==> src/rtl/timer_ctrl_if.sv <==
// timer_ctrl_if: buttons, digit-chain feedback and strobes between a host and timer_ctrl.
// master: host/digit-chain side. slave: timer_ctrl side.
interface timer_ctrl_if;
  logic        btn_start;
  logic        btn_pause;
  logic        btn_clear;
  logic [15:0] digits;
  logic        count_en;
  logic        load_en;
  logic        alarm;
  logic [1:0]  state;

  modport master (
    output btn_start, btn_pause, btn_clear, digits,
    input  count_en, load_en, alarm, state
  );

  modport slave (
    input  btn_start, btn_pause, btn_clear, digits,
    output count_en, load_en, alarm, state
  );
endinterface

==> src/rtl/timer_ctrl.sv <==
// timer_ctrl: countdown sequencing FSM driving an external BCD digit chain.
// Build option: define TIMER_ALARM_BLINK_EN to make alarm blink at the tick
// rate in DONE; otherwise alarm is steady and the prescaler parks at 0.
//
// state | meaning
// IDLE  | stopped; waits for start with a nonzero digit value
// RUN   | prescaler running; count_en strobes once per tick
// PAUSE | prescaler phase held; start or pause resumes
// DONE  | digits reached zero; alarm active until clear
module timer_ctrl #(
  parameter int TICK_DIV = 100000000
) (
  input logic         clk,
  input logic         rst,
  timer_ctrl_if.slave ctrl
);

  localparam logic [1:0] LP_IDLE  = 2'd0;
  localparam logic [1:0] LP_RUN   = 2'd1;
  localparam logic [1:0] LP_PAUSE = 2'd2;
  localparam logic [1:0] LP_DONE  = 2'd3;

  localparam int               LP_PW        = $clog2(TICK_DIV);
  localparam logic [LP_PW-1:0] LP_PRESC_MAX = LP_PW'(TICK_DIV - 1);

  logic [1:0]       r_state;
  logic [LP_PW-1:0] r_presc;
  logic             r_count_en;
  logic             r_load_en;
  logic             r_alarm;

  logic [1:0]       w_state_nxt;
  logic [LP_PW-1:0] w_presc_nxt;
  logic             w_count_en_nxt;
  logic             w_load_en_nxt;
  logic             w_alarm_nxt;

  logic             w_digits_zero;
  logic             w_wrap;
  logic [LP_PW-1:0] w_presc_step;

  assign w_digits_zero = (ctrl.digits == 16'h0000);
  assign w_wrap        = (r_presc == LP_PRESC_MAX);
  assign w_presc_step  = w_wrap ? '0 : r_presc + 1'b1;

  // Next-state decode; clear overrides everything, then per-state requests.
  always_comb begin
    w_state_nxt    = r_state;
    w_presc_nxt    = r_presc;
    w_count_en_nxt = 1'b0;
    w_load_en_nxt  = 1'b0;
    w_alarm_nxt    = r_alarm;

    if (ctrl.btn_clear) begin
      w_state_nxt   = LP_IDLE;
      w_presc_nxt   = '0;
      w_load_en_nxt = 1'b1;
      w_alarm_nxt   = 1'b0;
    end else begin
      case (r_state)
        LP_IDLE: begin
          if (ctrl.btn_start && !w_digits_zero) begin
            w_state_nxt = LP_RUN;
            w_presc_nxt = '0;
          end
        end

        LP_RUN: begin
          // The prescaler advances even on the pause cycle, so a tick that
          // coincides with pause is lost rather than replayed on resume.
          w_presc_nxt    = w_presc_step;
          w_count_en_nxt = w_wrap && !w_digits_zero && !ctrl.btn_pause;
          if (ctrl.btn_pause && !ctrl.btn_start) begin
            w_state_nxt = LP_PAUSE;
          end else if (w_digits_zero && !r_count_en) begin
            // Waiting one cycle past count_en lets the chain's last decrement land.
            w_state_nxt = LP_DONE;
            w_presc_nxt = '0;
            w_alarm_nxt = 1'b1;
          end
        end

        LP_PAUSE: begin
          if (ctrl.btn_start || ctrl.btn_pause) begin
            w_state_nxt = LP_RUN;
          end
        end

        LP_DONE: begin
`ifdef TIMER_ALARM_BLINK_EN
          w_presc_nxt = w_presc_step;
          if (w_wrap) begin
            w_alarm_nxt = !r_alarm;
          end
`else
          w_presc_nxt = '0;
          w_alarm_nxt = 1'b1;
`endif
        end

        default: begin
          w_state_nxt = LP_IDLE;
          w_presc_nxt = '0;
        end
      endcase
    end
  end

  // State and output registers; reset wins over all buttons and never loads.
  always_ff @(posedge clk) begin
    if (rst) begin
      r_state    <= LP_IDLE;
      r_presc    <= '0;
      r_count_en <= 1'b0;
      r_load_en  <= 1'b0;
      r_alarm    <= 1'b0;
    end else begin
      r_state    <= w_state_nxt;
      r_presc    <= w_presc_nxt;
      r_count_en <= w_count_en_nxt;
      r_load_en  <= w_load_en_nxt;
      r_alarm    <= w_alarm_nxt;
    end
  end

  assign ctrl.state    = r_state;
  assign ctrl.count_en = r_count_en;
  assign ctrl.load_en  = r_load_en;
  assign ctrl.alarm    = r_alarm;

endmodule

==> src/flat_wrapper.sv <==
// flat-port wrapper written by rule: the top's interface ports become plain ports
module timer_ctrl_flat 
#(
  parameter int TICK_DIV = 100000000
)
  (clk, rst, ctrl_btn_start, ctrl_btn_pause, ctrl_btn_clear, ctrl_digits, ctrl_count_en, ctrl_load_en, ctrl_alarm, ctrl_state);
  timer_ctrl_if ctrl_i ();
  input logic clk;
  input logic rst;
  input wire logic [$bits(ctrl_i.btn_start)-1:0] ctrl_btn_start;
  input wire logic [$bits(ctrl_i.btn_pause)-1:0] ctrl_btn_pause;
  input wire logic [$bits(ctrl_i.btn_clear)-1:0] ctrl_btn_clear;
  input wire logic [$bits(ctrl_i.digits)-1:0] ctrl_digits;
  output wire logic [$bits(ctrl_i.count_en)-1:0] ctrl_count_en;
  output wire logic [$bits(ctrl_i.load_en)-1:0] ctrl_load_en;
  output wire logic [$bits(ctrl_i.alarm)-1:0] ctrl_alarm;
  output wire logic [$bits(ctrl_i.state)-1:0] ctrl_state;
  assign ctrl_i.btn_start = ctrl_btn_start;
  assign ctrl_i.btn_pause = ctrl_btn_pause;
  assign ctrl_i.btn_clear = ctrl_btn_clear;
  assign ctrl_i.digits = ctrl_digits;
  assign ctrl_count_en = ctrl_i.count_en;
  assign ctrl_load_en = ctrl_i.load_en;
  assign ctrl_alarm = ctrl_i.alarm;
  assign ctrl_state = ctrl_i.state;
  timer_ctrl #(.TICK_DIV(TICK_DIV)) u_core (.clk(clk), .rst(rst), .ctrl(ctrl_i));
endmodule
==> config.mk <==
export PLATFORM = sky130hd
export DESIGN_NAME = timer_ctrl_flat
export DESIGN_NICKNAME = d
export VERILOG_FILES = /design/src/rtl/timer_ctrl_if.sv /design/src/rtl/timer_ctrl.sv /design/src/flat_wrapper.sv
export SDC_FILE = /design/constraint.sdc
export NUM_CORES = 1
export LEC_CHECK = 0
export CAP_MARGIN = 20
export CORE_UTILIZATION = 45
export CTS_BUF_LIST = sky130_fd_sc_hd__clkbuf_16
export CTS_CLUSTER_DIAMETER = 80
export DETAILED_ROUTE_END_ITERATION = 10
export GPL_ROUTABILITY_DRIVEN = 0
export HOLD_SLACK_MARGIN = 0.12
export PLACE_DENSITY = 0.73
export SYNTH_ARGS = -nofsm -noshare
export SYNTH_HDL_FRONTEND = slang
export SYNTH_SLANG_ARGS = --single-unit
==> constraint.sdc <==
create_clock -name clk -period 3 [get_ports clk]
set_input_delay 0.6 -clock clk [delete_from_list [all_inputs] [get_ports clk]]
set_output_delay 0.6 -clock clk [all_outputs]
set_load 0.01 [all_outputs]
==> out/results.tsv, run 1 <==
stage	metric	value	unit
logic_synthesis	syn_inst	202	
sta	max_slew.worst_pin.slew	1.03	ns
clocking	post-cts-setup-buffers	0	
critical_path	cp_slowest_cell	nor3_2	
sta	slew_headroom	0.311	
logic_synthesis	yosys-top-cells-count	dfxtp_1, nand2_1, nand3_1, nor2_1, o311ai_1	
critical_path	cp_data_arrival_time	2.70	ns
clocking	hold_buffers	0	
worst_hold_path	hp-class	flop to flop	
sta	period_share	0.842	
place	dpl.hpwl	2.70	mm
critical_path	end_kind	flop	
job	cap_violations	0	
sta	rsz0062_at_grt	false	
die	start_util	0.473	
sta	hold_viol_final	0	
logic_synthesis	synth_top_area_cell	dfxtp_1	
routing	drc	0	
logic_synthesis	syn-cell-area	0.00176	mm²
clocking	cts_max_level	2	
die	die_x	64.5	µm
final_layout	design_area	0.00222	mm²
logic_synthesis	avgSynthCellArea	8.71	µm²
sta	timing.fmax	396	MHz
die	core	0.00372	mm²
global_routing	grt_max_degree	26	
logic_synthesis	yosysWarnings	0	
logic_synthesis	yosysTopAreaCellShare	0.364	
global_routing	first_global_vias	1579	
final_layout	final_cells	285	
die	placementRows	22	
clocking	clk-insertion-delay-late	0.28	ns
sta	setup_violations	0	
routing	drt-total-wl	3.83	mm
routing	wire_per_inst	13.4	µm
place	dp.cells	277	
power_and_ir_drop	power	0.972	mW
clocking	clkTransAtPathRegs	0.05	ns
routing	route.vias.total	1580	
logic_synthesis	post_synth_num_cell_types	52	
logic_synthesis	synthArstFlopShare	0	
final_layout	diodes	0	
die	die-area	0.00416	mm²
logic_synthesis	synth_ff_type	dfxtp_1	
place	pre_cts_ws	0.218	ns
critical_path	critical_path.max_stage_delay	0.78	ns
routing	first_iter_violations	118	
sta	worst_slack	0.474	ns
sta	whs	0.442	ns
power_and_ir_drop	power_leakage	0.787	nW
final_layout	syn_to_final_growth	26.5	%
place	placed_area	0.00209	mm²
critical_path	cp.required	3.18	ns
routing	firstDrtPassIters	4	
clocking	cts_tree	yes	
clocking	cts_made_buffers	5	
status	status	complete, no violations	
sta	setup_tns	0	ns
clocking	cts_sinks	32	
routing	via_per_inst	5.54	
logic_synthesis	seq_area_frac_synth	0.364	
critical_path	worstPathCellList	ha_1 -> nand4_1 -> nor2_1 -> and3_4 -> nor3_2 -> buf_4 -> nand3_1 -> o311ai_1	
global_routing	grt_pass1_wl	6.98	mm
logic_synthesis	synth_edf_count	0	
routing	ant_nets	0	
die	die_y	64.5	µm
critical_path	cp_max_fo	17	
place	port_buffers	25	
logic_synthesis	synth_fp_nets	224	
sta	finClkSkew	0.00418	ns
clocking	clk_root_buffer_cell	clkbuf_16	
final_layout	layout-drive-gt1-share	0.139	
global_routing	antenna_found_initial	0	
final_layout	finalNetCount	258	
power_and_ir_drop	p_per_area	437	mW/mm²
logic_synthesis	ys_seq_elements	32	
power_and_ir_drop	peakVddDrop	0.000326	V
logic_synthesis	yosysMostFrequentCell	dfxtp_1	
clocking	cts-resized-gates	0	
clocking	clock_path_buffers	2	
sta	fin_crit	2.53	ns
critical_path	worst-setup-path-type	flop to flop	
global_routing	track_usage	0.214	
final_layout	fin_util	0.599	
critical_path	cp-start-kind	flop	
logic_synthesis	synth.top_cells.by_area	dfxtp_1, nand2_1, nand3_1	
sta	drv_slew	0	
global_routing	overflow	0	
die	ios	26	
-- where the power goes --
| part | switching (mW) | internal (mW) | leakage (nW) |
|---|---|---|---|
| Clock | 0.178 | 0.301 | 0.0710 |
| Sequential | 0.00222 | 0.427 | 0.258 |
| Combinational | 0.0257 | 0.0380 | 0.458 |
-- placed cells by master, fill, tap and decap left out, types with 2 or more instances in the layout --
cell type,count
nor4_2,4
buf_4,8
nand3_1,19
nand2_1,29
a21o_1,4
clkinv_2,2
clkbuf_16,5
nor4_4,2
a22o_1,4
dfxtp_1,32
o21ai_1,7
and2_1,2
or3_1,2
and2b_1,2
a21oi_1,7
nor2_1,14
nor2b_1,3
inv_1,5
nand4_1,7
nor4_1,3
clkdlybuf4s50_1,25
o21ai_0,6
o311ai_1,9
and3_1,2
xor2_1,5
-- logic make-up after synthesis --
kind of cell,count (synthesis),synth area share
AND/OR/NAND/NOR,107,0.385
buffers and inverters,11,0.0356
multiplexers,1,0.00569
AO/OA/AOI/OAI,44,0.173
XOR/XNOR,6,0.0299
adder cells (fa/ha/maj),1,0.00711
flip-flops,32,0.364
-- flip-flops by register name, summed over array words and instances (netlist names) --
register              count
u_core.r_presc           27
u_core.ctrl.state         2
u_core.ctrl.alarm         1
u_core.ctrl.count_en      1
u_core.ctrl.load_en       1
-- final cells by class --
class | count | area, µm²
clock inverter | 3 | 13.8
timing repair buffer | 33 | 310
multi-input combinational | 159 | 1060
inverter | 5 | 18.8
sequential | 32 | 641
tap | 48 | 60.1
fill | 351 | 1490
clock buffer | 5 | 125
-- path summary, 6_finish.rpt --
kind / cells past startpoint / slack, ns / end / startpoint
worst min-delay path: 2 / 0.44 / u_core.ctrl.alarm$_SDFFE_PP0P_ / u_core.ctrl.alarm$_SDFFE_PP0P_
worst min register to register: 2 / 0.44 / u_core.ctrl.alarm$_SDFFE_PP0P_ / u_core.ctrl.alarm$_SDFFE_PP0P_
worst max-delay path: 8 / 0.47 / u_core.r_presc[22]$_SDFFE_PP0P_ / u_core.r_presc[0]$_SDFFE_PP0P_
worst max register to register: 8 / 0.47 / u_core.r_presc[22]$_SDFFE_PP0P_ / u_core.r_presc[0]$_SDFFE_PP0P_
-- worst max-delay path: cells and delay by family, from the launching register on --
family | cells | cell delay (ns)
simple gates | 5 | 1.42
flops | 1 | 0.37
fa+ha+maj | 1 | 0.29
buf+inv | 1 | 0.25
compound gates | 1 | 0.10
-- per-layer routing --
metal	global-route usage	share of wire
met1	0.260	0.48
met2	0.358	0.48
met3	0.0546	0.021
met5	0	0
met4	0.0861	0.017
No activity file was read; power rests on OpenSTA's default activity.
==> inputs of run 2 (changes only) <==
clock period = 2.5 ns   (was 3 ns; I/O delays follow)
==> run 2 against run 1 <==
Core utilization is 4.3 points higher; power is 31% higher; design area is 7.2% higher; non-clock buffer count is 16 higher; clock-buffer cell count stayed put; critical path depth is 1 higher; register-to-register slack better by 0.15 ns; global-route usage hardly changed; setup slack worse by 0.14 ns; critical path type is now input port to flop.
==> out/results.tsv, run 2 (synthesized netlist as in run 1, its figures left out) <==
stage	metric	value	unit
status	status	complete, no violations	
global_routing	overflow	0	
sta	period_share	0.865	
power_and_ir_drop	p_sw_frac	0.195	
global_routing	grt_use_met3	0.0687	
final_layout	fill_cells	318	
power_and_ir_drop	p_comb_frac	0.069	
power_and_ir_drop	power_leakage	0.880	nW
global_routing	antenna_found_initial	0	
critical_path	end_kind	flop	
clocking	post-cts-setup-buffers	0	
critical_path	timing.rr.start	u_core.r_presc[21]$_SDFFE_PP0P_	
power_and_ir_drop	pwr-share-clk	0.529	
final_layout	largest_reg_flops	27	
routing	drt-total-wl	3.96	mm
critical_path	cp.required	2.72	ns
clocking	hold_buffers	0	
sta	setup_violations	0	
worst_hold_path	hp-class	flop to flop	
critical_path	crit_start	ctrl_digits[10]	
final_layout	syn_to_final_growth	35.6	%
worst_hold_path	min_from	u_core.ctrl.alarm$_SDFFE_PP0P_	
power_and_ir_drop	power	1.28	mW
routing	via_per_inst	5.53	
power_and_ir_drop	p_per_area	536	mW/mm²
die	die-area	0.00416	mm²
sta	fin_crit	2.16	ns
power_and_ir_drop	p_int	1.03	mW
critical_path	ff2ff_setup_slack	0.62	ns
global_routing	use_met2	0.357	
global_routing	first_global_vias	1581	
clocking	clk_root_buffer_cell	clkbuf_16	
place	port_buffers	25	
critical_path	cp-start-kind	input port	
sta	max_slew.worst_pin.slew	0.546	ns
clocking	cts_sinks	32	
die	ios	26	
global_routing	grt_pass1_wl	6.88	mm
sta	setup_tns	0	ns
routing	drc	0	
critical_path	cp_data_arrival_time	2.38	ns
final_layout	diodes	0	
die	die_y	64.5	µm
place	placed_area	0.00222	mm²
job	cap_violations	0	
clocking	cts_max_level	2	
final_layout	final_cells	301	
die	core	0.00372	mm²
final_layout	final_cell_mix	dfxtp_1, nand2_1, clkdlybuf4s50_1, buf_4, nand3_1	
final_layout	largest-register	u_core.r_presc	
die	placementRows	22	
power_and_ir_drop	seqPwrFrac	0.402	
clocking	cts_made_buffers	5	
clocking	clock_path_buffers	2	
clocking	clkTransAtPathRegs	0.05	ns
final_layout	finalNetCount	274	
final_layout	layout-drive-gt1-share	0.190	
sta	rsz0062_at_grt	false	
die	start_util	0.473	
final_layout	final_common_cell	dfxtp_1	
global_routing	grt_max_degree	26	
global_routing	grt-busiest-layer	met2	
final_layout	design_area	0.00238	mm²
sta	slew_headroom	0.633	
critical_path	cp_max_fo	25	
routing	ant_nets	0	
sta	timing.fmax	463	MHz
global_routing	grt_use_met1	0.256	
clocking	cts-resized-gates	0	
place	dp.cells	293	
place	dpl.hpwl	2.87	mm
sta	finClkSkew	0.00688	ns
critical_path	worst-setup-path-type	input port to flop	
sta	hold_viol_final	0	
global_routing	track_usage	0.214	
clocking	clk-insertion-delay-late	0.28	ns
sta	drv_slew	0	
routing	first_iter_violations	142	
routing	route.vias.total	1666	
die	die_x	64.5	µm
power_and_ir_drop	peakVddDrop	0.000346	V
routing	firstDrtPassIters	4	
power_and_ir_drop	switchingPower	0.249	mW
clocking	cts_tree	yes	
final_layout	fin_util	0.642	
routing	wire_per_inst	13.2	µm
-- run 2: cell count changes in the layout (fill, tap and decap cells not counted) --
| cell | delta |
|---|---|
| buf_12 | +1 |
| clkinv_1 | +1 |
| buf_6 | +1 |
| buf_4 | +14 |
| clkinv_2 | -2 |
| bufinv_16 | +1 |
-- run 2: layer usage --
metal	part of all wire	wire length [µm]
met3	0.020	78
met1	0.47	1870
met4	0.015	59
met2	0.49	1950
met5	0	0
-- run 2: layout make-up --
type | instances | area, µm² | share of cell area
clock buffers | 5 | 125 | 0.0525
inverters | 5 | 18.8 | 0.00787
repair buffers | 49 | 447 | 0.187
clock inverters | 3 | 37.5 | 0.0157
flip-flops and latches | 32 | 641 | 0.269
well taps | 48 | 60.1 | 0.0252
multi-input cells | 159 | 1060 | 0.443
-- run 2: power by group through the flow --
| stage | sequential [mW] | combinational, mW | clock, mW |
|---|---|---|---|
| finish | 0.514 | 0.0882 | 0.676 |
| global route | 0.513 | 0.0958 | 0.710 |
| CTS | 0.513 | 0.0882 | 0.689 |
| detailed placement | 0.524 | 0.0879 | 0 |
| floorplan | 0.527 | 0.0288 | 0 |
| global placement | 0.524 | 0.0865 | 0 |
-- run 2: per-stage QoR --
step                hold slack (ns)  worst slack (ns)
global placement              0.433            -0.238
global route                  0.511             0.203
detailed placement            0.454            0.0419
CTS                           0.463             0.318
finish                        0.455             0.338
floorplan                     0.461             0.535
-- run 2: worst paths after layout --
| path | to | depth (start not counted) |
|---|---|---|
| max | u_core.r_presc[20]$_SDFFE_PP0P_ | 9 |
| min | u_core.ctrl.alarm$_SDFFE_PP0P_ | 2 |
| max reg2reg | u_core.r_presc[16]$_SDFFE_PP0P_ | 7 |
| min reg2reg | u_core.ctrl.alarm$_SDFFE_PP0P_ | 2 |
-- run 2: worst max-delay path: stages --
cell,delay (ns)
clkdlybuf4s50_1,0.41
nor4_2,0.32
nand4_2,0.18
buf_4,0.19
a31oi_2,0.19
and2_1,0.19
buf_12,0.18
a21o_1,0.10
a22o_1,0.11
